$ cat config.mk
export PLATFORM = sky130hd
export DESIGN_NAME = reg_xfer_ctrl
export DESIGN_NICKNAME = d
export VERILOG_FILES = /design/src/rtl/reg_xfer_pkg.sv /design/src/rtl/reg_onehot_dec.sv /design/src/rtl/reg_xfer_ctrl.sv
export SDC_FILE = /design/constraint.sdc
export NUM_CORES = 1
export LEC_CHECK = 0
export CAP_MARGIN = 10
export CORE_MARGIN = 1
export CORE_UTILIZATION = 44
export CTS_BUF_LIST = sky130_fd_sc_hd__clkbuf_2 sky130_fd_sc_hd__clkbuf_4 sky130_fd_sc_hd__clkbuf_8
export DETAILED_ROUTE_END_ITERATION = 7
export PLACE_DENSITY = 0.9
export SLEW_MARGIN = 20
export SYNTH_ARGS = -nofsm -noshare
export SYNTH_HDL_FRONTEND = slang
export SYNTH_SLANG_ARGS = --single-unit
$ cat constraint.sdc
create_clock -name clk -period 2.25 [get_ports clk]
set_input_delay 0.3375 -clock clk [delete_from_list [all_inputs] [get_ports clk]]
set_output_delay 0.3375 -clock clk [all_outputs]
set_load 0.02 [all_outputs]
$ cat src/rtl/reg_xfer_pkg.sv
// reg_xfer_pkg
//   Shared encodings for the register-transfer sequencer.
//   Contents:
//     op_t    : command opcodes carried on cmd_op
//     state_t : sequencer states
//   Configuration macro: REG_XFER_SWAP_EN.
//     When it is defined, the second write state ST_WR2 exists for SWAP.
//     When it is undefined, the state set is IDLE/RD/WR only.

package reg_xfer_pkg;

    typedef enum logic [1:0] {
        OP_LOAD = 2'b00,
        OP_READ = 2'b01,
        OP_MOVE = 2'b10,
        OP_SWAP = 2'b11
    } op_t;

    typedef enum logic [1:0] {
        ST_IDLE = 2'd0,
        ST_RD   = 2'd1,
        ST_WR   = 2'd2
`ifdef REG_XFER_SWAP_EN
        , ST_WR2 = 2'd3
`endif
    } state_t;

endpackage

$ cat src/rtl/reg_onehot_dec.sv
// reg_onehot_dec
//   Turns a register index plus an enable into a one-hot strobe vector.
//   The output is all zeros when the enable is low or when the index is >= NREG.
//   Ports:
//     idx    in  AW    register index
//     en     in  1     decode enable
//     onehot out NREG  one-hot strobe vector
//   Configuration macro: none (REG_XFER_SWAP_EN does not affect this block).

module reg_onehot_dec #(
    parameter int NREG = 4,
    parameter int AW   = 2
) (
    input  logic [AW-1:0]   idx,
    input  logic            en,
    output logic [NREG-1:0] onehot
);

    // Comparing against every legal index means an out-of-range index matches nothing.
    always_comb begin
        onehot = '0;
        for (int k = 0; k < NREG; k++) begin
            onehot[k] = en && (idx == AW'(k));
        end
    end

endmodule

$ cat src/rtl/reg_xfer_ctrl.sv
// reg_xfer_ctrl
//   Command-driven sequencer placed in front of NREG REG_16 registers.
//   It accepts one command at a time and drives one-hot W/RA/RB strobes and the write data.
//   It samples the shared OutA/OutB buses and returns the result of each READ.
//
//   Handshake: a command transfers on a rising edge where cmd_valid && cmd_ready.
//   cmd_ready is high only in IDLE while rst is low.
//   rsp_valid and err are single-cycle pulses and have no back-pressure.
//
//   Ports:
//     clk, rst                 clock, asynchronous active-high reset
//     cmd_valid/cmd_ready      command handshake
//     cmd_op                   00 LOAD, 01 READ, 10 MOVE, 11 SWAP
//     cmd_dst/src_a/src_b      register indices
//     cmd_imm                  immediate data for LOAD
//     reg_w/reg_ra/reg_rb      one-hot strobes to the registers
//     reg_i                    write data to the registers
//     bus_a/bus_b              shared register read buses
//     rsp_valid/rsp_a/rsp_b    READ result
//     err                      pulse when an accepted command is rejected
//
//   Configuration macro: REG_XFER_SWAP_EN.
//     Defined: op 11 performs SWAP as RD -> WR -> WR2.
//     Undefined: op 11 is rejected with an err pulse.

module reg_xfer_ctrl
    import reg_xfer_pkg::*;
#(
    parameter int NREG = 4,
    parameter int DW   = 16,
    parameter int AW   = 2
) (
    input  logic            clk,
    input  logic            rst,
    input  logic            cmd_valid,
    output logic            cmd_ready,
    input  logic [1:0]      cmd_op,
    input  logic [AW-1:0]   cmd_dst,
    input  logic [AW-1:0]   cmd_src_a,
    input  logic [AW-1:0]   cmd_src_b,
    input  logic [DW-1:0]   cmd_imm,
    output logic [NREG-1:0] reg_w,
    output logic [NREG-1:0] reg_ra,
    output logic [NREG-1:0] reg_rb,
    output logic [DW-1:0]   reg_i,
    input  logic [DW-1:0]   bus_a,
    input  logic [DW-1:0]   bus_b,
    output logic            rsp_valid,
    output logic [DW-1:0]   rsp_a,
    output logic [DW-1:0]   rsp_b,
    output logic            err
);

    state_t          state, state_n;
    op_t             op_q;
    logic [AW-1:0]   dst_q;
`ifdef REG_XFER_SWAP_EN
    logic [AW-1:0]   src_a_q, src_b_q;
    logic [DW-1:0]   tmp_a;
`endif

    logic            accept, cmd_ok;
    logic            w_en, ra_en, rb_en, err_n, rsp_n;
    logic [AW-1:0]   w_idx, ra_idx, rb_idx;
    logic [DW-1:0]   i_n;
    logic [NREG-1:0] w_dec, ra_dec, rb_dec;

    function automatic logic in_range(input logic [AW-1:0] idx);
        return int'(idx) < NREG;
    endfunction

    assign cmd_ready = (state == ST_IDLE) && !rst;
    assign accept    = cmd_valid && cmd_ready;

    // Validity is checked only on the indices that the opcode actually uses.
    always_comb begin
        cmd_ok = 1'b0;
        case (op_t'(cmd_op))
            OP_LOAD: cmd_ok = in_range(cmd_dst);
            OP_READ: cmd_ok = in_range(cmd_src_a) && in_range(cmd_src_b);
            OP_MOVE: cmd_ok = in_range(cmd_src_a) && in_range(cmd_dst);
`ifdef REG_XFER_SWAP_EN
            OP_SWAP: cmd_ok = in_range(cmd_src_a) && in_range(cmd_src_b);
`endif
            default: cmd_ok = 1'b0;
        endcase
    end

    // This block computes the strobes for the *next* cycle; the flops below register them.
    // As a result, every reg_* output is driven straight from a flop.
    always_comb begin
        state_n = state;
        w_en    = 1'b0;
        ra_en   = 1'b0;
        rb_en   = 1'b0;
        w_idx   = '0;
        ra_idx  = '0;
        rb_idx  = '0;
        i_n     = '0;
        err_n   = 1'b0;
        rsp_n   = 1'b0;
        case (state)
            ST_IDLE: begin
                if (accept) begin
                    if (!cmd_ok) begin
                        err_n = 1'b1;
                    end else begin
                        case (op_t'(cmd_op))
                            OP_LOAD: begin
                                state_n = ST_WR;
                                w_en    = 1'b1;
                                w_idx   = cmd_dst;
                                i_n     = cmd_imm;
                            end
                            OP_MOVE: begin
                                state_n = ST_RD;
                                ra_en   = 1'b1;
                                ra_idx  = cmd_src_a;
                            end
                            default: begin // READ, and SWAP when it is compiled in
                                state_n = ST_RD;
                                ra_en   = 1'b1;
                                ra_idx  = cmd_src_a;
                                rb_en   = 1'b1;
                                rb_idx  = cmd_src_b;
                            end
                        endcase
                    end
                end
            end
            ST_RD: begin
                case (op_q)
                    OP_READ: begin
                        rsp_n   = 1'b1;
                        state_n = ST_IDLE;
                    end
                    OP_MOVE: begin
                        // The reg_i flop captures bus_a at this edge and holds it through WR.
                        state_n = ST_WR;
                        w_en    = 1'b1;
                        w_idx   = dst_q;
                        i_n     = bus_a;
                    end
`ifdef REG_XFER_SWAP_EN
                    OP_SWAP: begin
                        state_n = ST_WR;
                        w_en    = 1'b1;
                        w_idx   = src_a_q;
                        i_n     = bus_b;
                    end
`endif
                    default: state_n = ST_IDLE;
                endcase
            end
            ST_WR: begin
                state_n = ST_IDLE;
`ifdef REG_XFER_SWAP_EN
                if (op_q == OP_SWAP) begin
                    state_n = ST_WR2;
                    w_en    = 1'b1;
                    w_idx   = src_b_q;
                    i_n     = tmp_a;
                end
`endif
            end
            default: state_n = ST_IDLE;
        endcase
    end

    reg_onehot_dec #(.NREG(NREG), .AW(AW)) u_dec_w  (.idx(w_idx),  .en(w_en),  .onehot(w_dec));
    reg_onehot_dec #(.NREG(NREG), .AW(AW)) u_dec_ra (.idx(ra_idx), .en(ra_en), .onehot(ra_dec));
    reg_onehot_dec #(.NREG(NREG), .AW(AW)) u_dec_rb (.idx(rb_idx), .en(rb_en), .onehot(rb_dec));

    always_ff @(posedge clk or posedge rst) begin
        if (rst) begin
            state     <= ST_IDLE;
            op_q      <= OP_LOAD;
            dst_q     <= '0;
            reg_w     <= '0;
            reg_ra    <= '0;
            reg_rb    <= '0;
            reg_i     <= '0;
            err       <= 1'b0;
            rsp_valid <= 1'b0;
            rsp_a     <= '0;
            rsp_b     <= '0;
`ifdef REG_XFER_SWAP_EN
            src_a_q   <= '0;
            src_b_q   <= '0;
            tmp_a     <= '0;
`endif
        end else begin
            state     <= state_n;
            reg_w     <= w_dec;
            reg_ra    <= ra_dec;
            reg_rb    <= rb_dec;
            reg_i     <= i_n;
            err       <= err_n;
            rsp_valid <= rsp_n;
            if (accept && cmd_ok) begin
                op_q    <= op_t'(cmd_op);
                dst_q   <= cmd_dst;
`ifdef REG_XFER_SWAP_EN
                src_a_q <= cmd_src_a;
                src_b_q <= cmd_src_b;
`endif
            end
            if (rsp_n) begin
                rsp_a <= bus_a;
                rsp_b <= bus_b;
            end
`ifdef REG_XFER_SWAP_EN
            if (state == ST_RD) begin
                tmp_a <= bus_a;
            end
`endif
        end
    end

endmodule

# == Yosys cells after proc, flatten, opt, wreduce, memory -nomap -nowiden ==
# Cells that the tools add are included.
# word_totals
reg_bits,68
elab_cells,93
input_bits,59
# classes
reduce_logical,24
n_eq_ne,16
mux,42
# op_table
op,n
2-to-1 mux 16 bit,4
2-to-1 mux 2 bit,16
one-hot mux 16 bit (2 select lines),1
2-to-1 mux 1 bit,18
equality test 2 bit (second input constant),8
logical AND 1 bit,15
equality test 2 x 1 -> 1 bit (second input constant),6
logical NOT 2 bit,5
one-hot mux 2 bit (2 select lines),2
!= test 2 bit (second input constant),2
OR reduction 3 bit,1
one-hot mux 1 bit (2 select lines),1
AND reduction 2 bit,1
OR reduction 2 bit,1
logical NOT 1 bit,1

# == Depth between registers and ports, before layout ==
# logic_depth
depth_word,8
depth_mapped,7

# == Hierarchy ==
# Synthesis repeated with hierarchy kept, for this count alone.
# unflattened
hier_cells,170
hier_area_um2,2662.6
# by_module_without_submodules
module,seq_area_each_um2,area_each_um2,cells_per_inst,n_inst
reg_xfer_ctrl,1701.6,2549.9,158,1
reg_onehot_dec,0.0,37.5,4,3

# == Worst setup path before layout ==
# Ideal clock, no wire load.
# synth_timing
kind,input -> register
from,input cmd_op[0]
to,register reg_i[10]
path_stages,7
n_path_buf,3
slack_ns,0.832
arrival_time_ns,1.297
setup_time_ns,0.121
path_cell_list,inv_1 -> ha_1 -> clkbuf_1 -> and2_1 -> buf_6 -> buf_8 -> a22o_1
# synth_via
elab_chain_cells,6
word_cells_on_any_way,9
# synth_rtl
item,line_no,text
start: declaration,reg_xfer_ctrl.sv:37,"input logic [1:0] cmd_op,"
equality test 2 bit (tied with other cells),reg_xfer_ctrl.sv:78,case (op_t'(cmd_op))
OR reduction 3 bit (no line),-,
2-to-1 mux 1 bit,reg_xfer_ctrl.sv:78,
2-to-1 mux 16 bit (*),reg_xfer_ctrl.sv:105,if (!cmd_ok) begin
2-to-1 mux 16 bit (*),reg_xfer_ctrl.sv:104,if (accept) begin
one-hot mux 16 bit (2 select lines) (*),reg_xfer_ctrl.sv:102,case (state)
named net i_n[10],reg_xfer_ctrl.sv:65,logic [DW-1:0] i_n;
end signal: assignment,reg_xfer_ctrl.sv:197,reg_i <= i_n;
end: declaration,reg_xfer_ctrl.sv:45,"output logic [DW-1:0] reg_i,"
# The timed path passes the listed nets; every way through them passes the cells marked *.
# A chain may end at the register's enable or synchronous reset.

# == Worst setup path after layout ==
# layout_timing
from,register state[1]
to,output cmd_ready
# layout_via
elab_chain_cells,2
# layout_rtl
item,line_no,text
start: declaration,reg_xfer_ctrl.sv:54,"state_t state, state_n;"
start signal: assignment,reg_xfer_ctrl.sv:193,state <= state_n;
logical NOT 2 bit,reg_xfer_ctrl.sv:72,assign cmd_ready = (state == ST_IDLE) && !rst;
logical AND 1 bit,reg_xfer_ctrl.sv:72,
end: declaration,reg_xfer_ctrl.sv:36,"output logic cmd_ready,"
# Every way passes these cells.

==> impl_metrics.env <==
export IMPL_grt_pass1_wl_um=11600
export IMPL_detailedRoute_firstIterationViolations=81
export IMPL_reg2reg_to="reg_i[4]"
export IMPL_die_w_um=83.1
export IMPL_cts_htree_levels=3
export IMPL_io_pin_count=122
export IMPL_routed_len_inst_um=18.4
export IMPL_cts_buffers=9
export IMPL_groute_usage_overall=0.220
export IMPL_max_slew_margin=0.551
export IMPL_layout_nets=375
export IMPL_insertion_delay_ns=0.33
export IMPL_clkSlewWorstSetupHoldPaths_ns=0.07
export IMPL_cellInternalPower_w=0.00303
export IMPL_post_cts_buffers=0
export IMPL_synth_enable_flop_cells=0
export IMPL_sequentialPowerShare=0.396
export IMPL_ant_nets=0
export IMPL_placementRows=29
export IMPL_syn2layout_area_growth_pct=49.6
export IMPL_number_of_instances_in_the_synthesized_netlist=184
export IMPL_period_needed_ns=1.98
export IMPL_crit_fanout=6
export IMPL_outcome="complete, no violations"
export IMPL_route_detailed_vias_per_inst=5.26
export IMPL_setup_total_negative_slack_ns=0
export IMPL_r2r_setup_slack_ns=0.50
export IMPL_floorplan_die_height_um=83.1
export IMPL_timing_hold_violations_final=0
export IMPL_timing_max_transition_violations_final=0
export IMPL_synth_seq_area_share=0.588
export IMPL_detail_route_first_pass_iterations=4
export IMPL_setup_viol=0
export IMPL_cp_endpoint="cmd_ready"
export IMPL_combPwrFrac=0.385
export IMPL_net_switching_power_w=0.00137
export IMPL_num_vias=2060
export IMPL_initial_utilization=0.456
export IMPL_clkPwrFrac=0.219
export IMPL_drive_above_1_share=0.190
export IMPL_buffer_ports_inserted=121
export IMPL_insertedDiodeCount=0
export IMPL_max_vdd_ir_drop_v=0.000779
export IMPL_max_freq_ghz=0.505
export IMPL_crit_required_ns=1.91
export IMPL_mappedNetlistArea_um2=2890
export IMPL_holdBufCountCts=0
export IMPL_detailed_place_hpwl_um=5410
export IMPL_grt_start_max_net_pins=39
export IMPL_path_class="reg2out"
export IMPL_tightest_slew_ns=0.673
export IMPL_setup_repair_after_global_routing_missed_its_margin="no"
export IMPL_layout_worst_path_cycle_share=0.881
export IMPL_ctsResizeCount=0
export IMPL_post_layout_total_power_w=0.00440
export IMPL_syn_area_per_cell_um2=15.7
export IMPL_synth_top_area_share=0.588
export IMPL_totalWireLength_um=7230
export IMPL_cts_tree="yes"
export IMPL_critPathArrivalTime_ns=1.64
export IMPL_die_area_um2=6910
export IMPL_synth_async_reset_ratio=1.00
export IMPL_yosysMostFrequentCell="dfrtp_1"
export IMPL_synth_seq_cells=68
export IMPL_overflow=0
export IMPL_gp_routability_congestion=0.776
export IMPL_yosysWarnings=0
export IMPL_hold_path_class="reg2reg"
export IMPL_sw_frac_of_total=0.311
export IMPL_clock_tree_root_cell="clkbuf_8"
export IMPL_worst_setup_path_end_kind="output pin"
export IMPL_number_of_buffers_between_clock_root_and_the_deepest_sink=2
export IMPL_syn_nets=248
export IMPL_crit_reg2reg_launch="state[1]"
export IMPL_remaining_routing_drc_violations=0
export IMPL_cts_sinks=68
export IMPL_synth_cell_type_count=36
export IMPL_power_leakage_nw=1.94
export IMPL_synth_main_ff_cell="dfrtp_1"
export IMPL_r2r_cells=3
export IMPL_crit_path_start_kind="flip-flop"
export IMPL_synth_commonest_cells="68 x dfrtp_1, 33 x mux2_4, 16 x a22o_1, 5 x ha_1"
export IMPL_clock_skew_final_ns=0.00690
export IMPL_synth_largest_area_cell="dfrtp_1"
export IMPL_via_count_of_the_first_global_routing_pass=2192
export IMPL_power_per_cell_area_nw_per_um2=1020
export IMPL_antenna_found_initial=0
export IMPL_core_area_um2=6350
export IMPL_synth_top_cells_by_area="dfrtp_1 59%, mux2_4 17%, a22o_1 4.8%"
export IMPL_startpoint="state[1]"
export IMPL_max_cap_violations=0
## per-layer routing
metal,GRT usage,vias up,part of all wire
met3,0.0447,15,0.051
li1,-,913,-
met5,0,-,0
met1,0.256,1022,0.41
met2,0.380,110,0.51
met4,0.116,0,0.028
## cell families after synthesis
kind of cell,Yosys count,synth area share
DFF,68,0.588
muxes,36,0.183
and+or+nand+nor,31,0.0774
AOI/OAI and AO/OA,28,0.0765
buffers and inverters,16,0.0536
adders and majority gates,5,0.0216
## power by group through the flow
stage | clock, W | combinational [W] | sequential, W
6_report | 0.000966 | 0.00170 | 0.00174
3_5_place_dp | 0 | 0.00170 | 0.00176
2_1_floorplan | 0 | 0.000517 | 0.00210
5_1_grt | 0.00103 | 0.00178 | 0.00178
3_3_place_gp | 0 | 0.00166 | 0.00172
4_1_cts | 0.000983 | 0.00171 | 0.00174
## final cells by class
type	count	area, µm²
fillers	428	2020
flip-flops and latches	68	1700
repair buffers	128	1290
multi-input cells	100	1040
clock buffers	9	124
well taps	77	96.3
clock inverters	6	66.3
inverters	4	15.0
## sequential cells by signal (all words and copies together) (netlist names)
signal	count
reg_i	16
rsp_a	16
rsp_b	16
op_q	2
rsp_valid	1
reg_rb	4
err	1
dst_q	2
reg_w	4
state	2
reg_ra	4
## critical path: stages, from the launching register on
cell and delay (ns):
dfrtp_1 0.47, nor3_1 0.21, clkdlybuf4s50_1 0.63
## placed cells by master, fill, tap and decap left out, types with 2 or more instances in the layout
cell	netlist	layout
nor3_1	4	4
and3b_1	2	2
nand2_1	4	4
mux2_4	33	33
and2_1	2	2
clkdlybuf4s50_1	0	121
buf_4	1	5
a22o_1	16	16
dfrtp_1	68	68
ha_1	5	5
nand2b_1	2	2
nor2_1	4	4
mux2_1	3	3
clkbuf_8	0	9
and4bb_1	3	2
clkinvlp_4	0	3
a31oi_1	2	2
inv_1	4	3
a21oi_1	4	4
buf_12	3	2
and3_1	2	2
## stage by stage
stage,worst slack [ns],utilization,cells,area [µm²],hold WS (ns)
final,0.269,0.682,392,4330,0.485
after detailed placement,0.210,0.652,377,4140,0.475
after global placement,0.277,0.652,377,4140,0.469
after floorplan,0.201,-,184,2890,0.401
after global routing,0.210,0.682,392,4330,0.522
after CTS,0.244,0.682,392,4330,0.491
## worst min-delay path by stage
stage,from,end,depth (start not counted)
2_1_floorplan,cmd_src_b[1],reg_rb[1],1
3_3_place_gp,rsp_a[0],rsp_a[0],1
3_5_place_dp,rsp_b[14],rsp_b[14],1
4_1_cts,rsp_b[14],rsp_b[14],1
5_1_grt,rsp_b[14],rsp_b[14],1
6_report,rsp_b[14],rsp_b[14],1
(Power assumes the default switching activity.)
